<file path="src/rtl/bounce_if.sv">
// Command/response bundle between a bounce generator and whatever drives it.
interface bounce_if;
    logic cmd_valid;
    logic cmd_level;
    logic cmd_ready;
    logic b;
    logic busy;
    logic done;

    modport master (output cmd_valid, cmd_level, input cmd_ready, b, busy, done);
    modport slave  (input cmd_valid, cmd_level, output cmd_ready, b, busy, done);
endinterface

</file>
<file path="src/rtl/bounce_gen.sv">
// Mechanical push-button emulator: on a level change it produces a pseudo-random
// burst of bounce toggles, then holds the new level for a settle period.
module bounce_gen #(
    parameter logic [15:0] SEED          = 16'hACE1,
    parameter int          PAIR_W        = 3,
    parameter int          GAP_W         = 16,
    parameter int          SETTLE_CYCLES = 5000000
) (
    input  logic     clk,
    input  logic     rst,
    bounce_if.slave  bus
);
    localparam logic [15:0]     LFSR_INIT   = (SEED == 16'h0000) ? 16'h0001 : SEED;
    localparam logic [22:0]     SETTLE_LOAD = 23'(SETTLE_CYCLES);
    localparam logic [22:0]     SETTLE_ONE  = 23'd1;
    localparam logic [PAIR_W:0] TOG_ONE     = (PAIR_W+1)'(1);
    localparam logic [GAP_W:0]  GAP_ONE     = (GAP_W+1)'(1);

    typedef enum logic [1:0] {IDLE, BOUNCE, SETTLE} state_t;

    state_t            state_q, state_d;
    logic [15:0]       lfsr_q, lfsr_d;
    logic              b_q, b_d;
    logic              done_q, done_d;
    logic [PAIR_W:0]   toggles_q, toggles_d;
    logic [GAP_W:0]    gap_q, gap_d;
    logic [22:0]       settle_q, settle_d;

    logic [PAIR_W:0]   pairs_x2;
    logic [GAP_W:0]    gap_load;

    // Even toggle count guarantees the burst ends on the requested level.
    assign pairs_x2 = {lfsr_q[PAIR_W-1:0], 1'b0};
    assign gap_load = {1'b0, lfsr_q[GAP_W-1:0]} + GAP_ONE;

    always_comb begin
        state_d   = state_q;
        b_d       = b_q;
        done_d    = 1'b0;
        toggles_d = toggles_q;
        gap_d     = gap_q;
        settle_d  = settle_q;
        lfsr_d    = {1'b0, lfsr_q[15:1]} ^ (lfsr_q[0] ? 16'hB400 : 16'h0000);

        case (state_q)
            IDLE: begin
                if (bus.cmd_valid) begin
                    if (bus.cmd_level == b_q) begin
                        done_d = 1'b1;
                    end else begin
                        b_d       = bus.cmd_level;
                        toggles_d = pairs_x2;
                        gap_d     = gap_load;
                        if (pairs_x2 != '0) begin
                            state_d = BOUNCE;
                        end else begin
                            state_d  = SETTLE;
                            settle_d = SETTLE_LOAD;
                        end
                    end
                end
            end
            BOUNCE: begin
                if (gap_q == GAP_ONE) begin
                    b_d       = ~b_q;
                    toggles_d = toggles_q - TOG_ONE;
                    gap_d     = gap_load;
                    if (toggles_q == TOG_ONE) begin
                        state_d  = SETTLE;
                        settle_d = SETTLE_LOAD;
                    end
                end else begin
                    gap_d = gap_q - GAP_ONE;
                end
            end
            SETTLE: begin
                if (settle_q == SETTLE_ONE) begin
                    state_d  = IDLE;
                    done_d   = 1'b1;
                    settle_d = '0;
                end else begin
                    settle_d = settle_q - SETTLE_ONE;
                end
            end
            default: state_d = IDLE;
        endcase
    end

    always_ff @(posedge clk or posedge rst) begin
        if (rst) begin
            state_q   <= IDLE;
            lfsr_q    <= LFSR_INIT;
            b_q       <= 1'b0;
            done_q    <= 1'b0;
            toggles_q <= '0;
            gap_q     <= '0;
            settle_q  <= '0;
        end else begin
            state_q   <= state_d;
            lfsr_q    <= lfsr_d;
            b_q       <= b_d;
            done_q    <= done_d;
            toggles_q <= toggles_d;
            gap_q     <= gap_d;
            settle_q  <= settle_d;
        end
    end

    assign bus.cmd_ready = (state_q == IDLE);
    assign bus.busy      = (state_q != IDLE);
    assign bus.b         = b_q;
    assign bus.done      = done_q;
endmodule

</file>
<file path="src/flat_wrapper.sv">
// flat-port wrapper written by rule: the top's interface ports become plain ports
module bounce_gen_flat 
#(
    parameter logic [15:0] SEED          = 16'hACE1,
    parameter int          PAIR_W        = 3,
    parameter int          GAP_W         = 16,
    parameter int          SETTLE_CYCLES = 5000000
)
  (clk, rst, bus_cmd_valid, bus_cmd_level, bus_cmd_ready, bus_b, bus_busy, bus_done);
  bounce_if bus_i ();
  input  logic clk;
  input  logic rst;
  input wire logic [$bits(bus_i.cmd_valid)-1:0] bus_cmd_valid;
  input wire logic [$bits(bus_i.cmd_level)-1:0] bus_cmd_level;
  output wire logic [$bits(bus_i.cmd_ready)-1:0] bus_cmd_ready;
  output wire logic [$bits(bus_i.b)-1:0] bus_b;
  output wire logic [$bits(bus_i.busy)-1:0] bus_busy;
  output wire logic [$bits(bus_i.done)-1:0] bus_done;
  assign bus_i.cmd_valid = bus_cmd_valid;
  assign bus_i.cmd_level = bus_cmd_level;
  assign bus_cmd_ready = bus_i.cmd_ready;
  assign bus_b = bus_i.b;
  assign bus_busy = bus_i.busy;
  assign bus_done = bus_i.done;
  bounce_gen #(.SEED(SEED), .PAIR_W(PAIR_W), .GAP_W(GAP_W), .SETTLE_CYCLES(SETTLE_CYCLES)) u_core (.clk(clk), .rst(rst), .bus(bus_i));
endmodule
</file>
<file path="config.mk">
export PLATFORM = sky130hd
export DESIGN_NAME = bounce_gen_flat
export DESIGN_NICKNAME = d
export VERILOG_FILES = /design/src/rtl/bounce_if.sv /design/src/rtl/bounce_gen.sv /design/src/flat_wrapper.sv
export SDC_FILE = /design/constraint.sdc
export NUM_CORES = 1
export LEC_CHECK = 0
export ABC_AREA = 1
export ABC_CLOCK_PERIOD_IN_PS = 4750
export CORE_MARGIN = 4
export CORE_UTILIZATION = 50
export CTS_BUF_LIST = sky130_fd_sc_hd__clkbuf_8
export DETAILED_ROUTE_END_ITERATION = 10
export PLACE_DENSITY = 0.72
export SYNTH_ARGS = -nofsm -noshare
export SYNTH_HDL_FRONTEND = slang
export SYNTH_SLANG_ARGS = --single-unit
</file>
<file path="constraint.sdc">
create_clock -name clk -period 4.75 [get_ports clk]
set_clock_uncertainty 0.05 [all_clocks]
set_input_delay 0.475 -clock clk [delete_from_list [all_inputs] [get_ports clk]]
set_output_delay 0.475 -clock clk [all_outputs]
set_load 0.01 [all_outputs]
</file>
After elaboration in Yosys (flattened, before gate mapping)
Cells that the tools add are included.

storage, ports and cells
  flip-flop bits (word level) = 64
  latch bits = 0
  RAM bits = 0
  bits in read-only memories = 0
  input bits = 4
  output and inout bits = 4
  logic and storage cells = 65
  memories kept = 0

operators by class
  add/sub/neg operators = 4
  multiply operators = 0
  divide/modulo/power cells = 0
  magnitude comparators = 0
  equal/unequal tests = 12
  shift-type cells = 0
  mux-type cells = 31
  bitwise operators = 2
  reductions and logical operators = 9

operators with widths
  kind                                                                      number
  23-bit 2-to-1 mux                                                         6
  23-bit one-hot mux with 3 select lines                                    1
  17-bit 2-to-1 mux                                                         3
  17-bit one-hot mux with 2 select lines                                    1
  23-bit by 1-bit == test with 1-bit output (second input constant)         1
  23-bit by 1-bit subtractor with 23-bit output (second input constant)     1
  16-bit by 1-bit adder with 17-bit output (second input constant)          1
  17-bit by 1-bit == test with 1-bit output (second input constant)         1
  17-bit by 1-bit subtractor with 17-bit output (second input constant)     1
  16-bit 2-to-1 mux                                                         1
  15-bit by 16-bit XOR with 16-bit output                                   1
  2-bit 2-to-1 mux                                                          6
  4-bit 2-to-1 mux                                                          3
  4-bit one-hot mux with 2 select lines                                     1
  1-bit 2-to-1 mux                                                          6
  2-bit by 1-bit inequality test with 1-bit output (second input constant)  3
  2-bit inequality test (second input constant)                             3
  2-bit one-hot mux with 3 select lines                                     1
  6-bit AND reduction                                                       1
  5-bit AND reduction                                                       1
  4-bit by 1-bit == test with 1-bit output (second input constant)          1
  1-bit one-hot mux with 2 select lines                                     2
  4-bit AND reduction                                                       1
  2-bit nonzero test                                                        2
  other kinds (9)                                                           9

Longest topological paths before layout
Gate-level depths: netlist (run 1).

  depth after elaboration = 5
  gate-level depth with buffers = 13
  depth with buffers taken out = 12

Least setup slack after synthesis (run 1)
No wires, ideal clock.

  path kind = flip-flop to flip-flop
  start point = reg u_core.lfsr_q[0]
  end point = reg u_core.settle_q[8]
  setup time = 0.115 ns
  arrival = 1.586 ns
  required time = 4.585 ns
  slack = 2.999 ns
  cell stages (with the launch flop) = 11
  buffers on the path = 2
  period minus slack after synthesis = 1.751 ns
  cells stage by stage = dfstp_2 > buf_2 > inv_1 > ha_1 > a21oi_1 > a21oi_1 > nand3_4 > buf_2 > nand2_1 > nand3_1 > inv_1

on the way
  longest elaborated chain between the ends = 3

RTL lines
  element                          line               source
  start: declaration               bounce_gen.sv:22   logic [15:0] lfsr_q, lfsr_d;
  start signal: assignment         bounce_gen.sv:100  lfsr_q <= lfsr_d;
  4-bit nonzero test               bounce_gen.sv:54   if (pairs_x2 != '0) begin
  2-bit inequality test (no line)  -
  6-bit AND reduction (no line)    -
  end signal: assignment           bounce_gen.sv:105  settle_q <= settle_d;
  end: declaration                 bounce_gen.sv:27   logic [22:0] settle_q, settle_d;

No other way between the ends.
A chain may end at the register's enable or synchronous reset.

Final worst setup path (run 1)
  start point = reg u_core.settle_q[12]
  end point = reg u_core.settle_q[21]

on the way
  longest elaborated chain between the ends = 3
  elaborated cells on any way between the ends = 4
  classes of those cells = add/sub (1); eq/ne (1); mux (2)

RTL lines
  element                                                                                                     line                                source
  23-bit by 1-bit subtractor with 23-bit output or 23-bit by 1-bit == test with 1-bit output (tied branches)  bounce_gen.sv:82, bounce_gen.sv:77
  23-bit 2-to-1 mux *                                                                                         bounce_gen.sv:77                    if (settle_q == SETTLE_ONE) begin
  23-bit one-hot mux with 3 select lines *                                                                    bounce_gen.sv:45                    case (state_q)

Every way passes the cells marked *; elsewhere a longest branch is shown, timed or not.

==> metrics, run 1 <==
RePlAce Congestion=0.913; maximum operating frequency=0.480 GHz; Sw Share=22.1%; Req. time, crit path=between 4 and 5 ns; Resized Gates After CTS=0; Clk pin slew, worst setup/hold paths=0.08 ns; die width=a little under 100 um; Distinct cells, synth=32; synthesized net count=602; # clock sinks=64; Cells after Synth=590; CP Data Arrival Time=2.27 ns; R2R setup slack=2.67 ns; total wire length=9.20 mm; routed vias/inst=5.21; GR Overflow Total=0; type of the worst setup path=reg -> reg; clk buf depth=2; TritonRoute pass-1 iters=5; Synth warnings=0; Worst-Skew Late Latency=roughly 0.34 ns; hold crit path type=reg -> reg; syn avg cell area=6.92 um^2; R2R Path Start=u_core.settle_q[12]; minimum clock period after layout=2.08 ns; Syn-to-layout area delta=8.03%; Antenna Violating Nets Remaining=0; fraction of layout cells with a size suffix above 1=7.60%; P_int=785 uW; drt wl/cell=13.0 um; starting density of the core=52.0%; Max Fanout on Critical Path=15; Max VDD drop=0.000227 V; FF-to-FF End=u_core.settle_q[21]; Clk pwr share=44.5%; CTS root buf=clkbuf_8; H-Tree Depth=3; Max Cap Violations=0; leakage=0.00226 uW; Starting DRT DRC Count=~220; flop and latch count out of synthesis=64; met2 Usage GRT=31.3%; IO Pins=8; startpoint class of the critical path=register; combinational power share=1.4%; die height=about 98 um; Top Family by Delay on Critical Path=simple AND/OR/NAND/NOR gates; status=completed; Hold Path Depth=0; GRT Max-Usage Layer=met2; initial antenna violation count=0; Reg2Reg Depth=8; Final Max Slew Viols=0; total power draw=1010 uW; hold path startpoint=u_core.lfsr_q[7]; crit path capture type=register; die area=9680 um^2; Post-DP HPWL=6.88 mm; Placed Instances=691; Worst path max stage delay=0.50 ns; core area=7850 um^2; NumNets Final=between 600 and 700; CP Cell Sequence=nor2_1, nand2_1, nor2_2, nand3_1, nand2_1, inv_1, nand2_1, nand2_1; Worst-Margin Slew=~0.66 ns; vias in the first global route=3,525; DRC violations left=0; largest net degree at the start of global routing=36; GR Layer Usage met3=3.86%; TritonCTS buffer count=9; post-CTS setup repair buffer count=0; row cnt=32; hold_buf cts=0; Total Neg Setup Slack=0 ns; WP buf/inv=1; number of diodes=0; switching pwr=about 220 uW; total global-route track usage=20.4%; Slew headroom=56.0%; Post-Synthesis Cell Area=4080 um^2; power share of the sequential group=between 50% and 60%; RSZ-0062 raised after global routing=no; CTS tree=built; setup violators final=0; cell area power density=229 nW/um^2; Worst Hold End=u_core.lfsr_q[6]; first-pass GRT wire length=roughly 16 mm; routed vias=~3,700; Final Hold Fails=0; register area share after synthesis=39.5%; IO Port Bufs=7; slowest stage cell, crit path=nand3_1; CP most frequent cell=nand2_1; met1 usage=29.5%; final hold slack=0.346 ns; final non-filler cell total=between 700 and 800; fin crit share=43.8%
[cell type report]
| cell class | count | area, um^2 |
|---|---|---|
| clock buffer | 9 | 124 |
| timing repair buffer | 8 | 77.6 |
| inverter | 70 | 263 |
| tap | 102 | 128 |
| fill | 714 | 3440 |
| clock inverter | 7 | 63.8 |
| multi-input combinational | 447 | 2140 |
| sequential | 64 | 1610 |
[metal layers]
metal  wire length (um)  vias up  share of wire, %
met2               4120       82                45
met4                105        0               1.1
li1                   -     1888                 -
met3                427       13               4.6
met5                  0        -                 0
met1               4550     1702                49
[registers in the layout (all words and copies together), names as in the netlist]
signal and cells:
u_core.lfsr_q 16, u_core.bus.done 1, u_core.state_q 2, u_core.bus.b 1, u_core.settle_q 23, u_core.toggles_q 4
u_core.gap_q 17
[worst max-delay path by stage]
stage,startpoint,to,slack (ns),depth (start not counted)
final,u_core.settle_q[12],u_core.settle_q[21],2.67,8
after global routing,u_core.settle_q[18],u_core.settle_q[21],2.44,8
after CTS,u_core.settle_q[12],u_core.settle_q[21],2.67,8
after detailed placement,bus_cmd_level,u_core.toggles_q[3],2.36,10
after global placement,bus_cmd_level,u_core.toggles_q[0],2.45,10
after floorplan,rst,u_core.bus.b,2.64,1
[cells by family (layout without fill, tap and decap cells)]
kind of cell / after synthesis / after routing / share of synthesized area (%)
simple gates: 365 / 365 / 38.3
buf+inv: 79 / 94 / 8.03
flops: 64 / 64 / 39.5
compound gates: 51 / 51 / 6.80
xor+xnor: 23 / 23 / 4.93
fa+ha+maj: 8 / 8 / 2.45
[cells in the mapped netlist]
cell        n  area [um^2]
nor2_4      1         11.3
o21ai_1     4         20.0
nand3_1    55          275
nor2_2      7         43.8
dfstp_2     8          210
nand2_1   183          687
clkbuf_1    1         3.75
nand2_4     2         22.5
o211ai_2    1         12.5
xor2_1     18          158
o21ai_0    31          155
nor2_1     89          334
nand3_2     1         10.0
a21oi_1     8         40.0
a21oi_2     1         8.76
nand3b_1    4         30.0
buf_4       1         7.51
inv_1      67          251
or2_2       2         12.5
o211ai_1    2         15.0
buf_2       4         20.0
nand4_1    15         93.8
ha_1        8          100
buf_6       3         33.8
nand3_4     1         17.5
dfrtp_1    56         1400
nor3_1      3         15.0
xnor2_1     5         43.8
o22ai_1     3         18.8
nand2_2     2         12.5
o21bai_1    1         7.51
inv_2       3         11.3
[through the flow]
| step | util [%] | setup WS (ns) | instance area, um^2 |
|---|---|---|---|
| after floorplan | - | 2.64 | 4080 |
| after global placement | 53.8 | 2.45 | 4220 |
| after detailed placement | 53.8 | 2.36 | 4220 |
| after CTS | 56.2 | 2.67 | 4410 |
| after global routing | 56.2 | 2.44 | 4410 |
| final | 56.2 | 2.67 | 4410 |
[placed cells by master (no fill, tap or decap), types with 9 or more instances in the layout]
| cell | count |
|---|---|
| nor2_1 | 89 |
| inv_1 | 67 |
| dfrtp_1 | 56 |
| nand3_1 | 55 |
| clkbuf_8 | 9 |
| o21ai_0 | 31 |
| nand4_1 | 15 |
| nand2_1 | 183 |
| xor2_1 | 18 |
[worst register-to-register path, delay by kind of cell, from the launching register on]
| family | cells | cell delay (ns) |
|---|---|---|
| buffers and inverters | 1 | 0.06 |
| flip-flops | 1 | 0.43 |
| AND/OR/NAND/NOR | 7 | 1.43 |
[power groups by stage]
stage	combinational (uW)	sequential, uW	clock (uW)
after floorplan	8.42	555	0
after global placement	15.0	555	0
after detailed placement	15.2	555	0
after CTS	15.1	545	458
after global routing	16.7	545	483
final	14.2	545	449
Note: power is estimated with default switching activity, not from simulation.
==> run 2, diff against run 1 <==
- ABC_CLOCK_PERIOD_IN_PS: 4750 -> 1900
- PLACE_DENSITY: 0.72 -> 0.75
- clock period: 4.75 -> 1.9 ns (I/O delays scaled with it)
==> run 2 against run 1 <==
  * Sequential power is 150% higher
  * First-iteration DRC count shrank 15%
  * Critical endpoint is now u_core.toggles_q[0]
  * Routed wire length increased by 4.8%
  * Sequential share of layout area decreased by 1.7 points
  * Highest routed layer unchanged
  * Clock power grew to 2.6 times the previous value
  * Design area rose by 4.8%
==> metrics, run 2 (synthesized netlist as in run 1, its figures left out) <==
first-pass GRT wire length=16.2 mm (-0.25%); Final Max Slew Viols=0 (unchanged); Layout fillers=744 (+4.2%); leakage=0.00233 uW (+3.2%); Worst path max stage delay=0.37 ns (-0.13 ns); met2 Usage GRT=35.8% (+4.5 points); starting density of the core=52.0% (unchanged); RePlAce Congestion=0.925 (+1.3%); final non-filler cell total=718 (+1.6%); Post-DP HPWL=6.83 mm (-0.66%); maximum operating frequency=0.560 GHz (+17%); routed vias=3,792 (+2.9%); type of the worst setup path=reg -> reg; WP buf/inv=4 (+3); CTS tree=built; Slew headroom=65.3% (+9.2 points); CTS root buf=clkbuf_8; post-layout util=58.9% (+2.7 points); Req. time, crit path=2.11 ns (-2.83 ns); met1 usage=24.9% (-4.6 points); vias in the first global route=3,490 (-0.99%); cell area power density=558 nW/um^2 (+140%); drt wl/cell=13.4 um (+3.2%); number of diodes=0 (unchanged); minimum clock period after layout=1.79 ns (-0.295 ns); crit path capture type=register; routed vias/inst=5.28 (+1.3%); Syn-to-layout area delta=13.3%; CP Cell Sequence=inv_1, ha_1, inv_1, nor2_1, nand2_1, nor2_2, nand2_2, nand2_4, buf_12, nand2_8, inv_6, nand3_1, o21ai_0; status=completed; fraction of layout cells with a size suffix above 1=11.4% (+3.8 points); startpoint class of the critical path=register; most frequent cells in the layout=183 x nand2_1, 82 x nor2_1, 67 x inv_1; NumNets Final=623 (+1.8%); Final Hold Fails=0 (unchanged); CP Data Arrival Time=1.99 ns (-0.28 ns); GRT Max-Usage Layer=met2; number of flip-flops in the largest register=23 (unchanged); Clk pin slew, worst setup/hold paths=0.07 ns (about the same); Worst-Skew Late Latency=0.35 ns (about the same); Largest regs=u_core.settle_q (23), u_core.gap_q (17), u_core.lfsr_q (16); # clock sinks=64 (unchanged); Antenna Violating Nets Remaining=0 (unchanged); largest net degree at the start of global routing=49 (+36%); Total Neg Setup Slack=0 ns (unchanged); die width=98.4 um (unchanged); Final WS setup=0.113 ns (-2.56 ns); Max Fanout on Critical Path=19 (+4); initial antenna violation count=0 (unchanged); hold crit path type=in -> async; die area=9680 um^2 (unchanged); GR Overflow Total=0 (unchanged); DRC violations left=0 (unchanged); GR Layer Usage met3=3.07% (-0.79 points); Top Family by Delay on Critical Path=simple AND/OR/NAND/NOR gates; Max Cap Violations=0 (unchanged); most common cell after layout, fill and taps aside=nand2_1; slowest stage cell, crit path=dfrtp_1; total global-route track usage=20.4% (+0.053 points); core area=7850 um^2 (unchanged); setup violators final=0 (unchanged); Max VDD drop=0.000525 V (+130%); TritonCTS buffer count=9 (unchanged); Starting DRT DRC Count=189 (-15%); Worst-Margin Slew=0.521 ns (-0.137 ns); Placed Instances=701 (+1.4%); IO Port Bufs=7 (unchanged); post-CTS setup repair buffer count=0 (unchanged); CP most frequent cell=inv_1; RSZ-0062 raised after global routing=yes; final hold slack=0.0768 ns (-0.270 ns); row cnt=32 (unchanged); die height=98.4 um (unchanged); hold_buf cts=0 (unchanged); fin crit share=94.1% (+50 points); TritonRoute pass-1 iters=5 (unchanged); total wire length=9.64 mm (+4.8%); IO Pins=8 (unchanged); clk buf depth=2 (unchanged); pre-CTS setup slack=0.0217 ns (-2.34 ns); most flop-heavy register=u_core.settle_q; H-Tree Depth=3 (unchanged)
run 2: cell types whose count changed in the layout (fill, tap and decap cells not counted), moves of 2 or more:
cell and change:
a21oi_1 -3, a21oi_2 +3, buf_12 +3, buf_4 +7, inv_2 -2, nor2_1 -7
nor2_2 +4, nor2_4 +3
run 2: per-stage QoR:
| step | instance area (um^2) | total power [uW] |
|---|---|---|
| final | 4630 | 2580 |
| after global routing | 4630 | 2670 |
| after CTS | 4530 | 2620 |
| after detailed placement | 4340 | 1430 |
| after global placement | 4340 | 1430 |
| after floorplan | 4080 | 1410 |
run 2: final timing paths:
path | start | to | slack [ns] | cells past startpoint
max in group asynchronous | rst | u_core.state_q[1] | 1.14 | 3
min in group clk | u_core.lfsr_q[7] | u_core.lfsr_q[6] | 0.35 | 0
worst max-delay path | u_core.gap_q[1] | u_core.toggles_q[0] | 0.11 | 13
worst min register to register | u_core.lfsr_q[7] | u_core.lfsr_q[6] | 0.35 | 0
worst max register to register | u_core.gap_q[1] | u_core.toggles_q[0] | 0.11 | 13
worst min-delay path | rst | u_core.lfsr_q[1] | 0.08 | 2
run 2: power by group:
group          total, uW  switching [uW]  internal [uW]
combinational       39.0            28.7           10.3
sequential          1360               0           1360
clock               1180             547            634
total               2580             575           2010
run 2: layout make-up:
type	instances	area [um^2]	area share (%)
Inverter	70	270	5.84
Sequential cell	64	1610	34.9
Multi-Input combinational cell	448	2220	48.1
Clock buffer	10	138	2.98
Tap cell	102	128	2.76
Timing Repair Buffer	18	193	4.17
Clock inverter	6	60.1	1.30
run 2: metal layers:
layer / wire (um) / vias up
met4: 201 / 0
li1: - / 1918
met5: 0 / -
met1: 4070 / 1746
met3: 511 / 21
met2: 4860 / 107
run 2: what timing repair did:
item	CTS	global route
resized for setup	0	22
setup endpoints to repair	0	31
hold endpoints to repair	0	0
run 2: worst register-to-register path, stage by stage (launching register included):
cell and delay [ns]:
dfrtp_1 0.37, inv_1 0.10, ha_1 0.15, inv_1 0.03, nor2_1 0.07, nand2_1 0.06, nor2_2 0.13, nand2_2 0.08
nand2_4 0.12, buf_12 0.17, nand2_8 0.11, inv_6 0.10, nand3_1 0.06, o21ai_0 0.09
==> run 3, diff against run 2 <==
- ABC_AREA: 1 -> not set
- CORE_UTILIZATION: 50 -> 36
- PLACE_DENSITY: 0.75 -> 0.59
- RECOVER_POWER: not set -> 25
==> run 3 against run 2 <==
  * The run now ends with setup timing left
  * Final cell count is 7.5% lower
  * Utilization down 3.1 points
  * Fmax down 14%
  * Routed wire length up 13%
  * Clock-buffer cell count decreased by 1
  * First-iteration DRC count down 6.3%
  * Critical path depth down 6
  * Largest power group unchanged
==> metrics, run 3 <==
Largest regs=u_core.settle_q (23), u_core.gap_q (17), u_core.lfsr_q (16); H-Tree Depth=3 (unchanged); RSZ-0062 raised after global routing=yes; core area=9860 um^2 (+26%); leakage=0.00235 uW (+0.83%); Synth warnings=0 (unchanged); die area=11,900 um^2 (+23%); synthesized net count=414 (-31%); Worst-Skew Late Latency=0.35 ns (about the same); TritonCTS buffer count=9 (unchanged); initial antenna violation count=0 (unchanged); NumNets Final=538 (-14%); Req. time, crit path=2.12 ns (about the same); Post-Synthesis Cell Area=3690 um^2 (-9.7%); total global-route track usage=18.9% (-1.5 points); IO Port Bufs=7 (unchanged); vias in the first global route=3,655 (+4.7%); starting density of the core=37.4% (-15 points); Post-synth EDFFs=0 (unchanged); Final Hold Fails=0 (unchanged); Max Fanout on Critical Path=6 (-13); violated checks=setup timing; routed vias/inst=5.56 (+5.2%); final non-filler cell total=664 (-7.5%); Starting DRT DRC Count=177 (-6.3%); cell area power density=494 nW/um^2 (-12%); Final WS setup=-0.168 ns (-0.280 ns); number of diodes=0 (unchanged); CTS tree=built; Placed Instances=627 (-11%); final hold slack=0.356 ns (+0.279 ns); Post-DP HPWL=7.02 mm (+2.7%); largest net degree at the start of global routing=65 (+33%); # clock sinks=64 (unchanged); Max VDD drop=0.000390 V (-26%); crit path capture type=register; hold_buf cts=0 (unchanged); register area share after synthesis=43.7% (+4.2 points); setup violators final=43 (+43); Layout fillers=844 (+13%); row cnt=36 (+13%); largest area contributor in the netlist=dfrtp_1; Antenna Violating Nets Remaining=0 (unchanged); Total Neg Setup Slack=-3.51 ns (-3.51 ns); TritonRoute pass-1 iters=4 (-1); most frequent cell after synthesis=dfrtp_1; minimum clock period after layout=2.07 ns (+0.280 ns); syn avg cell area=9.18 um^2 (+33%); top post-synthesis cells by area=dfrtp_1 38%, dfstp_2 5.7%, a21oi_1 3.8%, o21ai_0 3.0%, nor2_1 2.8%; maximum operating frequency=0.484 GHz (-14%); status=finished with violations; top post-synthesis cells by count=56 x dfrtp_1, 28 x a21oi_1, 28 x nor2_1; Yosys top cell area share=38.0% (+3.7 points); Worst-Margin Slew=0.903 ns (+0.382 ns); most frequent cells in the layout=107 x buf_4, 55 x dfrtp_1, 26 x nand2_1; drt wl/cell=16.4 um (+22%); die height=109 um (+11%); CP Data Arrival Time=2.28 ns (+0.29 ns); Final Max Slew Viols=0 (unchanged); hold crit path type=reg -> reg; Max Cap Violations=0 (unchanged); clk buf depth=2 (unchanged); GR Overflow Total=0 (unchanged); fin crit share=109% (+15 points); Slew headroom=39.8% (-25 points); most flop-heavy register=u_core.settle_q; Async S/R FF share, synth=100% (unchanged); Clk pin slew, worst setup/hold paths=0.08 ns (about the same); DRC violations left=0 (unchanged); type of the worst setup path=reg -> reg; die width=109 um (+11%); most common cell after layout, fill and taps aside=buf_4; RePlAce Congestion=0.828 (-10%); ys flop type=dfrtp_1; fraction of layout cells with a size suffix above 1=44.4% (+33 points); IO Pins=8 (unchanged); total wire length=10.9 mm (+13%); routed vias=3,690 (-2.7%); startpoint class of the critical path=register; number of flip-flops in the largest register=23 (unchanged); Distinct cells, synth=64 (+100%); CTS root buf=clkbuf_8; Cells after Synth=402 (-32%); Syn-to-layout area delta=49.3%; first-pass GRT wire length=17.8 mm (+9.5%); flop and latch count out of synthesis=64 (unchanged)
[run 3: cell count changes after synthesis, sizes merged, moves of 8 or more]
cell	delta
nor2	-69
nand3	-40
nor3	+13
a31oi	+15
a21oi	+20
inv	-50
o21ai	-8
xor2	-8
nor2b	+8
nor4	+18
nand2	-159
clkbuf	+13
or4	+8
[run 3: critical path, stage by stage (launching register included)]
cell and delay [ns]:
dfrtp_1 0.42, inv_2 0.10, ha_4 0.13, or3b_4 0.43
or4_4 0.47, nor3_2 0.14, o21ai_0 0.10, a32oi_1 0.16
[run 3: path summary, 6_finish.rpt]
check | slack (ns) | end | from | cells past startpoint
max | -0.17 | u_core.gap_q[16] | u_core.gap_q[0] | 7
min | 0.36 | u_core.lfsr_q[6] | u_core.lfsr_q[7] | 0
max reg2reg | -0.17 | u_core.gap_q[16] | u_core.gap_q[0] | 7
min reg2reg | 0.36 | u_core.lfsr_q[6] | u_core.lfsr_q[7] | 0
max in group asynchronous | 0.64 | u_core.gap_q[4] | rst | 3
min in group asynchronous | 0.54 | u_core.bus.b | rst | 3
[run 3: layer usage]
layer	global-route usage [%]	up-vias	part of all wire (%)
li1	-	1755	-
met1	23.9	1841	44
met2	31.1	65	52
met3	3.55	29	2.5
met4	8.99	0	2.4
met5	0	-	0
[run 3: cell type report]
type / instances / area, um^2 / area share (%)
clock inverter: 7 / 82.6 / 1.50
inverter: 20 / 75.1 / 1.36
timing repair buffer: 132 / 1100 / 20.0
clock buffer: 9 / 124 / 2.25
sequential: 64 / 1610 / 29.3
multi-input combinational: 299 / 2350 / 42.6
tap: 133 / 166 / 3.02
[run 3: cell families after synthesis]
family | after synthesis | synth area share, %
AND/OR/NAND/NOR | 154 | 23.2
AO/OA/AOI/OAI | 114 | 20.4
flip-flops | 64 | 43.7
buffers and inverters | 41 | 4.88
XOR/XNOR | 18 | 4.27
adder cells (fa/ha/maj) | 8 | 2.71
multiplexers | 3 | 0.848
[run 3: where the power goes]
group | switching, uW | internal (uW) | total, uW
Combinational | 55.4 | 40.0 | 95.4
Clock | 526 | 721 | 1250
Sequential | 8.89 | 1370 | 1380
[run 3: repair_timing]
action | 4_1_cts | 5_1_grt
setup endpoints to repair | 39 | 47
buffers inserted | 14 | 4
resized for setup | 48 | 58
gates cloned | 3 | 1
pin swaps | 18 | 29
[run 3: per-stage QoR]
stage	cell area, um^2	setup slack (ns)	total power, uW	utilization [%]
6_report	5510	-0.168	2720	55.9
2_1_floorplan	3790	-0.209	1450	-
5_1_grt	5510	-0.253	2830	55.9
4_1_cts	5240	-0.145	2760	53.1
3_5_place_dp	4720	-0.189	1500	47.9
3_3_place_gp	4720	-0.156	1490	47.9
